File: src/rtl/xadc_drp_scheduler.sv
// Round-robin sequencer sharing the single XADC DRP read port among NUM_REQ requesters.
// One read in flight at a time; a missing drdy is recovered by a saturating timeout.
module xadc_drp_scheduler #(
   parameter int NUM_REQ     = 3,
   parameter int TIMEOUT_CYC = 64,
   parameter int TO_W        = 7
) (
   input  logic                 clk_1MHz,
   input  logic                 rst_n,
   input  logic [NUM_REQ-1:0]   i_req,
   input  logic [7*NUM_REQ-1:0] i_req_addr,
   output logic [NUM_REQ-1:0]   o_rsp_valid,
   output logic [15:0]          o_rsp_data,
   output logic                 o_rsp_err,
   output logic                 o_busy,
   output logic [6:0]           o_drp_daddr,
   output logic                 o_drp_den,
   output logic                 o_drp_dwe,
   output logic [15:0]          o_drp_di,
   input  logic [15:0]          i_drp_do,
   input  logic                 i_drp_drdy
);
   localparam int IDX_W = $clog2(NUM_REQ);

   typedef enum logic [1:0] {S_IDLE, S_ISSUE, S_WAIT, S_RESP} state_t;

   state_t               r_state, w_state_nxt;
   logic [IDX_W-1:0]     r_gnt, w_gnt_nxt;
   logic [IDX_W-1:0]     r_rr_ptr, w_rr_nxt;
   logic [6:0]           r_daddr, w_daddr_nxt;
   logic                 r_den, w_den_nxt;
   logic                 r_busy, w_busy_nxt;
   logic [NUM_REQ-1:0]   r_rsp_valid, w_rsp_valid_nxt;
   logic [15:0]          r_rsp_data, w_rsp_data_nxt;
   logic                 r_rsp_err, w_rsp_err_nxt;
   logic [TO_W-1:0]      r_cnt, w_cnt_nxt;

   logic                 w_any;
   logic [IDX_W-1:0]     w_idx;
   logic [IDX_W-1:0]     w_sel;
   logic [6:0]           w_sel_addr;

   // Search upward from the requester after the last grant, wrapping at NUM_REQ.
   always_comb begin
      w_any = 1'b0;
      w_sel = '0;
      w_idx = r_rr_ptr;
      for (int k = 0; k < NUM_REQ; k++) begin
         w_idx = (w_idx == IDX_W'(NUM_REQ - 1)) ? '0 : w_idx + IDX_W'(1);
         if (!w_any && i_req[w_idx]) begin
            w_any = 1'b1;
            w_sel = w_idx;
         end
      end
   end

   always_comb begin
      w_sel_addr = '0;
      for (int i = 0; i < NUM_REQ; i++) begin
         if (w_sel == IDX_W'(i)) begin
            w_sel_addr = i_req_addr[7*i +: 7];
         end
      end
   end

   always_comb begin
      w_state_nxt     = r_state;
      w_gnt_nxt       = r_gnt;
      w_rr_nxt        = r_rr_ptr;
      w_daddr_nxt     = r_daddr;
      w_den_nxt       = 1'b0;
      w_busy_nxt      = r_busy;
      w_rsp_valid_nxt = '0;
      w_rsp_data_nxt  = r_rsp_data;
      w_rsp_err_nxt   = 1'b0;
      w_cnt_nxt       = r_cnt;
      case (r_state)
         S_IDLE: begin
            if (w_any) begin
               w_gnt_nxt   = w_sel;
               w_daddr_nxt = w_sel_addr;
               w_den_nxt   = 1'b1;
               w_busy_nxt  = 1'b1;
               w_state_nxt = S_ISSUE;
            end
         end
         S_ISSUE: begin
            w_cnt_nxt   = '0;
            w_state_nxt = S_WAIT;
         end
         S_WAIT: begin
            // Data arriving on the expiry cycle still counts as a good read.
            if (i_drp_drdy) begin
               w_rsp_data_nxt  = i_drp_do;
               w_rsp_valid_nxt = NUM_REQ'(1) << r_gnt;
               w_state_nxt     = S_RESP;
            end else if (r_cnt == TO_W'(TIMEOUT_CYC - 1)) begin
               w_rsp_data_nxt  = '0;
               w_rsp_err_nxt   = 1'b1;
               w_rsp_valid_nxt = NUM_REQ'(1) << r_gnt;
               w_state_nxt     = S_RESP;
            end else if (r_cnt != '1) begin
               w_cnt_nxt = r_cnt + TO_W'(1);
            end
         end
         S_RESP: begin
            w_rr_nxt    = r_gnt;
            w_busy_nxt  = 1'b0;
            w_state_nxt = S_IDLE;
         end
         default: w_state_nxt = S_IDLE;
      endcase
   end

   always_ff @(posedge clk_1MHz or negedge rst_n) begin
      if (!rst_n) begin
         r_state     <= S_IDLE;
         r_gnt       <= '0;
         r_rr_ptr    <= IDX_W'(NUM_REQ - 1);
         r_daddr     <= '0;
         r_den       <= 1'b0;
         r_busy      <= 1'b0;
         r_rsp_valid <= '0;
         r_rsp_data  <= '0;
         r_rsp_err   <= 1'b0;
         r_cnt       <= '0;
      end else begin
         r_state     <= w_state_nxt;
         r_gnt       <= w_gnt_nxt;
         r_rr_ptr    <= w_rr_nxt;
         r_daddr     <= w_daddr_nxt;
         r_den       <= w_den_nxt;
         r_busy      <= w_busy_nxt;
         r_rsp_valid <= w_rsp_valid_nxt;
         r_rsp_data  <= w_rsp_data_nxt;
         r_rsp_err   <= w_rsp_err_nxt;
         r_cnt       <= w_cnt_nxt;
      end
   end

   assign o_rsp_valid = r_rsp_valid;
   assign o_rsp_data  = r_rsp_data;
   assign o_rsp_err   = r_rsp_err;
   assign o_busy      = r_busy;
   assign o_drp_daddr = r_daddr;
   assign o_drp_den   = r_den;
   assign o_drp_dwe   = 1'b0;
   assign o_drp_di    = 16'h0000;

endmodule

File: config.mk
export PLATFORM = sky130hd
export DESIGN_NAME = xadc_drp_scheduler
export DESIGN_NICKNAME = d
export VERILOG_FILES = /design/src/rtl/xadc_drp_scheduler.sv
export SDC_FILE = /design/constraint.sdc
export NUM_CORES = 1
export LEC_CHECK = 0
export CAP_MARGIN = 20
export CORE_ASPECT_RATIO = 0.6
export CORE_MARGIN = 2
export CORE_UTILIZATION = 43
export CTS_CLUSTER_SIZE = 20
export DETAILED_ROUTE_END_ITERATION = 16
export PLACE_DENSITY = 0.88
export SLEW_MARGIN = 0
export SYNTH_ARGS = -nofsm -noshare
export SYNTH_HDL_FRONTEND = slang
export SYNTH_SLANG_ARGS = --single-unit
File: constraint.sdc
create_clock -name clk_1MHz -period 2.1 [get_ports clk_1MHz]
set_input_delay 0.63 -clock clk_1MHz [delete_from_list [all_inputs] [get_ports clk_1MHz]]
set_output_delay 0.63 -clock clk_1MHz [all_outputs]
set_load 0.005 [all_outputs]
# After elaboration in Yosys (flattened, before gate mapping)
# Cells that the tools add are included.
totals:
  reg_bits: 42
  input_bits: 43
  out_inout_bits: 46
  word_cells: 85
classes:
  addsub: 4
  order_cmp: 3
  eq_ne: 15
  n_shift: 1
  mux: 38
  n_reduce_logical: 14
op_table:
  columns: ["op", "count"]
  rows:
  - ["$mux W7", 6]
  - ["$mux W16", 2]
  - ["$mux W2", 9]
  - ["$pmux W7 S2", 1]
  - ["$eq A2 B2 Y1 const B", 6]
  - ["$mux W1", 12]
  - ["$lt A2 B3 Y1 const B", 3]
  - ["$mux W3", 3]
  - ["$ne A2 B2 Y1 const B", 4]
  - ["$pmux W2 S4", 1]
  - ["$reduce_and A2 Y1", 4]
  - ["$add A7 B1 Y7 const B", 1]
  - ["$eq A7 B6 Y1 const B", 1]
  - ["$ne A7 B7 Y1 const B", 1]
  - ["$add A2 B1 Y2 const B", 3]
  - ["$bmux W1 S2", 3]
  - ["$reduce_bool A2 Y1", 3]
  - ["$eq A2 B1 Y1 const B", 2]
  - ["$logic_not A2 Y1", 2]
  - ["$reduce_and A4 Y1", 1]
  - ["$ne A3 B3 Y1 const B", 1]
  - ["$shl A1 B2 Y3 const A", 1]
  - ["$logic_and A1 B1 Y1", 2]
  - ["$logic_not A1 Y1", 2]
  - ["$pmux W1 S2", 1]

# Depth between registers and ports, before layout
logic_depth:
  word_depth: 15
  ltp_mapped: 7
  ltp_nobuf: 6

# Worst setup path before layout
# No wires, ideal clock.
synth_timing:
  path_kind: "register -> register"
  start: "register r_state[0]"
  end: "register r_state[1]"
  setup_time_ns: 0.128
  arrival_ns: 1.517
  required_time_ns: 1.972
  slack_ns: 0.455
  stages_incl_launch_ff: 7
  path_buffers: 1
  period_less_slack_ns: 1.645
  cell_sequence: "dfrtp_1 inv_1 ha_1 buf_2 nor2b_1 a21oi_4 mux2_1"
synth_between:
  elab_chain_cells: 3
  word_cells_on_any_way: 8
  classes_between: "eq/ne: 5; mux: 1; reduce/logical: 2"
synth_lines:
  columns: ["item", "line_no", "source"]
  rows:
  - ["start: declaration", "27", "state_t r_state, w_state_nxt;"]
  - ["start signal: assignment", "128", "r_state <= w_state_nxt;"]
  - ["$eq A2 B2 Y1 or $logic_not A2 Y1 (tied branches)", "77", "case (r_state)"]
  - ["$ne A3 B3 Y1 (no source line) or $ne A2 B2 Y1 (tied branches)", null, null]
  - ["$reduce_and A2 Y1 (no source line)", null, null]
# Parallel ways exist; a longest one is shown, timed or not.
# A chain may end at the register's enable or synchronous reset.

# Worst setup path after layout
layout_timing:
  start: "input i_req[1]"
  end: "register r_daddr[0] (netlist: o_drp_daddr[0])"
layout_between:
  elab_chain_cells: 13
  word_cells_on_any_way: 23
  classes_between: "eq/ne: 2; mux: 15; reduce/logical: 6"
layout_lines:
  columns: ["item", "line_no", "source"]
  rows:
  - ["start: declaration", "10", "input logic [NUM_REQ-1:0] i_req,"]
  - ["$bmux W1 S2", "50", "if (!w_any && i_req[w_idx]) begin"]
  - ["$mux W1 (implied by the code)", "50", null]
  - ["$mux W1", "50", null]
  - ["$logic_not A1 Y1", "50", null]
  - ["$logic_and A1 B1 Y1", "50", null]
  - ["$mux W1", "50", null]
  - ["$logic_not A1 Y1", "50", null]
  - ["$logic_and A1 B1 Y1", "50", null]
  - ["$mux W2", "50", null]
  - ["$logic_not A2 Y1", "60", "if (w_sel == IDX_W'(i)) begin"]
  - ["$mux W7 (3 in series)", "60", null]
  - ["end signal: assignment", "131", "r_daddr <= w_daddr_nxt;"]
  - ["end: declaration", "30", "logic [6:0] r_daddr, w_daddr_nxt;"]
# Parallel ways exist; a longest one is shown, timed or not. The select of a mux whose other input is x is not followed.

==> impl_metrics.yaml <==
yosys:
  ys.flop_type: "dfrtp_1"
  synthCells: 210
  synth_edf_count: 0
  synth_top_area_share_pct: 48.2
  synth_area_leader_cell: "dfrtp_1"
  ys_async_sr_fraction_pct: 100
  ys_types: 40
  ys_warn_count: 0
  synth_seq_area_share_pct: 49.4
  ys_ff_latch: 42
  synth_area_per_cell_um2: 10.1
  yosys-top-cells-area: "dfrtp_1, a22o_1, buf_4"
  synth_area_um2: 2130
clock_network:
  ctsHtreeMaxLevel: 2
  cts_resized: 0
  ctsLongestPathBuffers: 2
  post_cts_buffers: 0
  cts_hold_buf: 0
  cts_tree: "yes"
  cts_root_buffer: "clkbuf_8"
  clock_latency_ps: 300
  clk_pin_slew_ps: 80
  numCtsBuffers: 5
  clock-sinks: 42
global_routing:
  antenna_found_initial: 0
  overflow: 0
  grt_max_degree: 23
  groute.usage.overall_pct: 19.1
  grt_first_pass_wirelength_mm: 8.00
  grt_pass1_vias: 1739
placed_design:
  hpwl_mm: 3.84
  port_buffers: 71
  dp.cells: 349
  place_congestion: 0.884
critical_path:
  cp-start-kind: "input port"
  r2r-end: "r_cnt[5]$_DFFE_PN0P_"
  r2r-start: "r_state[0]$_DFFE_PN0P_"
  setup.worst_path.end_class: "flip-flop"
  crit_type: "input port to flip-flop"
  path_max_fanout: 7
  worst_ep_required_time_ps: 2270
  cp-startpoint: "i_req[1]"
  worstPathArrival_ps: 2200
  r2r_slack_ps: 280
  setup.worst_path.end: "o_drp_daddr[0]$_DFFE_PN0P_"
  ff2ff_path_depth: 6
sta:
  slew_headroom_pct: 62.3
  hold_viol: 0
  worst_slew_pin_slew_ps: 565
  max_freq_ghz: 0.492
  fin_crit_sh_pct: 96.8
  period_minus_slack_ps: 2030
  finalSetupViolations: 0
  slew_violations: 0
  final.setup_skew_ps: 8.80
floorplan:
  core_um2: 4660
  die_h_um: 58.5
  die_w_um: 94.9
  rows: 19
  start_util_pct: 45.7
  die_area_um2: 5550
  io_pins: 89
cells_and_area:
  layout.nets: 342
  fin_cells: 357
  seqCellArea_um2: 1050
  n_antenna_cell: 0
  multiInputGateArea_um2: 968
  fillers: 345
  layout-drive-gt1-share_pct: 11.9
  area_delta_synth_final_pct: 42.9
detailed_routing:
  drcViolationCount: 0
  drtPass1Iterations: 6
  route.vias.total: 1868
  first_iter_violations: 103
  via_per_inst: 5.23
  ant_nets: 0
  avgRoutedWirePerCell_um: 14.3
  routed_wl_mm: 5.09
pwr:
  power.total_uw: 3480
  vdd_drop_max_mv: 0.674
  p_per_area_nw_per_um2: 1140
  leakage_uw: 0.00133
outcome:
  outcome: "finished, final reports clean"
flow_run:
  cap_violations: 0
worst_hold_path:
  worst_hold_path_type: "input port to asynchronous set/reset pin"
report_power, final:
group	internal [uW]	switching, uW	leakage (uW)
clock network	235	276	0.0000452
registers	1140	231	0.000531
logic	929	671	0.000754
cell type report:
type                       instances  area share [%]
inverter                           6           0.740
tap                               63            2.59
timing repair buffer              85            27.5
multi-input combinational        153            31.8
clock buffer                       6            2.38
clock inverter                     2           0.452
sequential                        42            34.6
worst min path at each step:
stage / startpoint / end / slack [ps] / cells past startpoint
finish: rst_n / o_rsp_valid[0]$_DFF_PN0_ / 290 / 1
global route: rst_n / o_rsp_valid[0]$_DFF_PN0_ / 310 / 1
CTS: rst_n / o_rsp_valid[1]$_DFF_PN0_ / 310 / 1
detailed placement: o_drp_daddr[4]$_DFFE_PN0P_ / o_drp_daddr[4]$_DFFE_PN0P_ / 470 / 2
global placement: o_drp_daddr[2]$_DFFE_PN0P_ / o_drp_daddr[2]$_DFFE_PN0P_ / 470 / 2
floorplan: rst_n / o_busy$_DFFE_PN0P_ / 330 / 0
layout by cell type, fill, tap and decap left out, types with 3 or more instances in the layout:
cell type and instances:
a22o_1 16, a21oi_1 13, inv_1 5, dfrtp_1 41
buf_4 12, nor2b_1 5, conb_1 17, nor3b_1 3
clkbuf_8 5, nor3_1 5, a31oi_1 3, nand2b_1 5
clkdlybuf4s50_1 70, ha_1 6, nand2_1 22, nor2_1 12
o21ai_0 15
kinds of logic after synthesis:
group	after synthesis	synth area share, %
flip-flops	42	49.4
other	1	0.176
AND/OR/NAND/NOR	63	14.9
adder cells (fa/ha/maj)	6	3.53
multiplexers	3	1.59
buffers and inverters	31	9.17
AO/OA/AOI/OAI	64	21.2
through the flow:
step	utilization [%]	hold WS, ps	area [um^2]	setup TNS, ps	setup slack [ps]
after CTS	64.8	306	3020	0	75.4
after global routing	65.3	312	3040	-194	-51.5
after global placement	62.9	467	2930	-1050	-197
after detailed placement	62.9	472	2930	-1490	-262
after floorplan	-	334	2190	0	455
final	65.3	290	3040	0	66.5
sequential cells by signal (all words and copies together) (netlist names), 2 cells and up:
signal / count
o_rsp_data: 16
r_gnt: 2
r_state: 2
o_rsp_valid: 3
o_drp_daddr: 7
r_cnt: 7
r_rr_ptr: 2
worst max-delay path, cell delays in order:
cell	delay, ps
clkdlybuf4s50_1	580
buf_4	190
nand2b_1	240
a21oi_1	110
a2111oi_1	300
o21ai_0	150
synthesized netlist by cell type, types with 2 or more instances:
cell        n
nor3_1      5
buf_4      18
nor3b_1     4
nand3_1     2
a2111oi_0   6
dfrtp_1    41
a21oi_1    13
a22o_1     16
ha_1        6
a31oi_1     4
nand2_1    22
clkbuf_1    2
nand2b_1    5
and3_1      2
and2_1      2
a2bb2oi_1   2
inv_1       5
nor2b_1     5
nor2_1     12
mux2_2      2
o21ai_0    15
buf_2       3
metal layers:
metal	up-vias	global-route usage (%)	share of wire, %
li1	881	-	-
met1	895	29.3	48
met2	88	26.1	43
met3	4	5.51	8.6
met4	0	5.59	0.67
met5	-	0	0
Note: power is estimated with default switching activity, not from simulation.
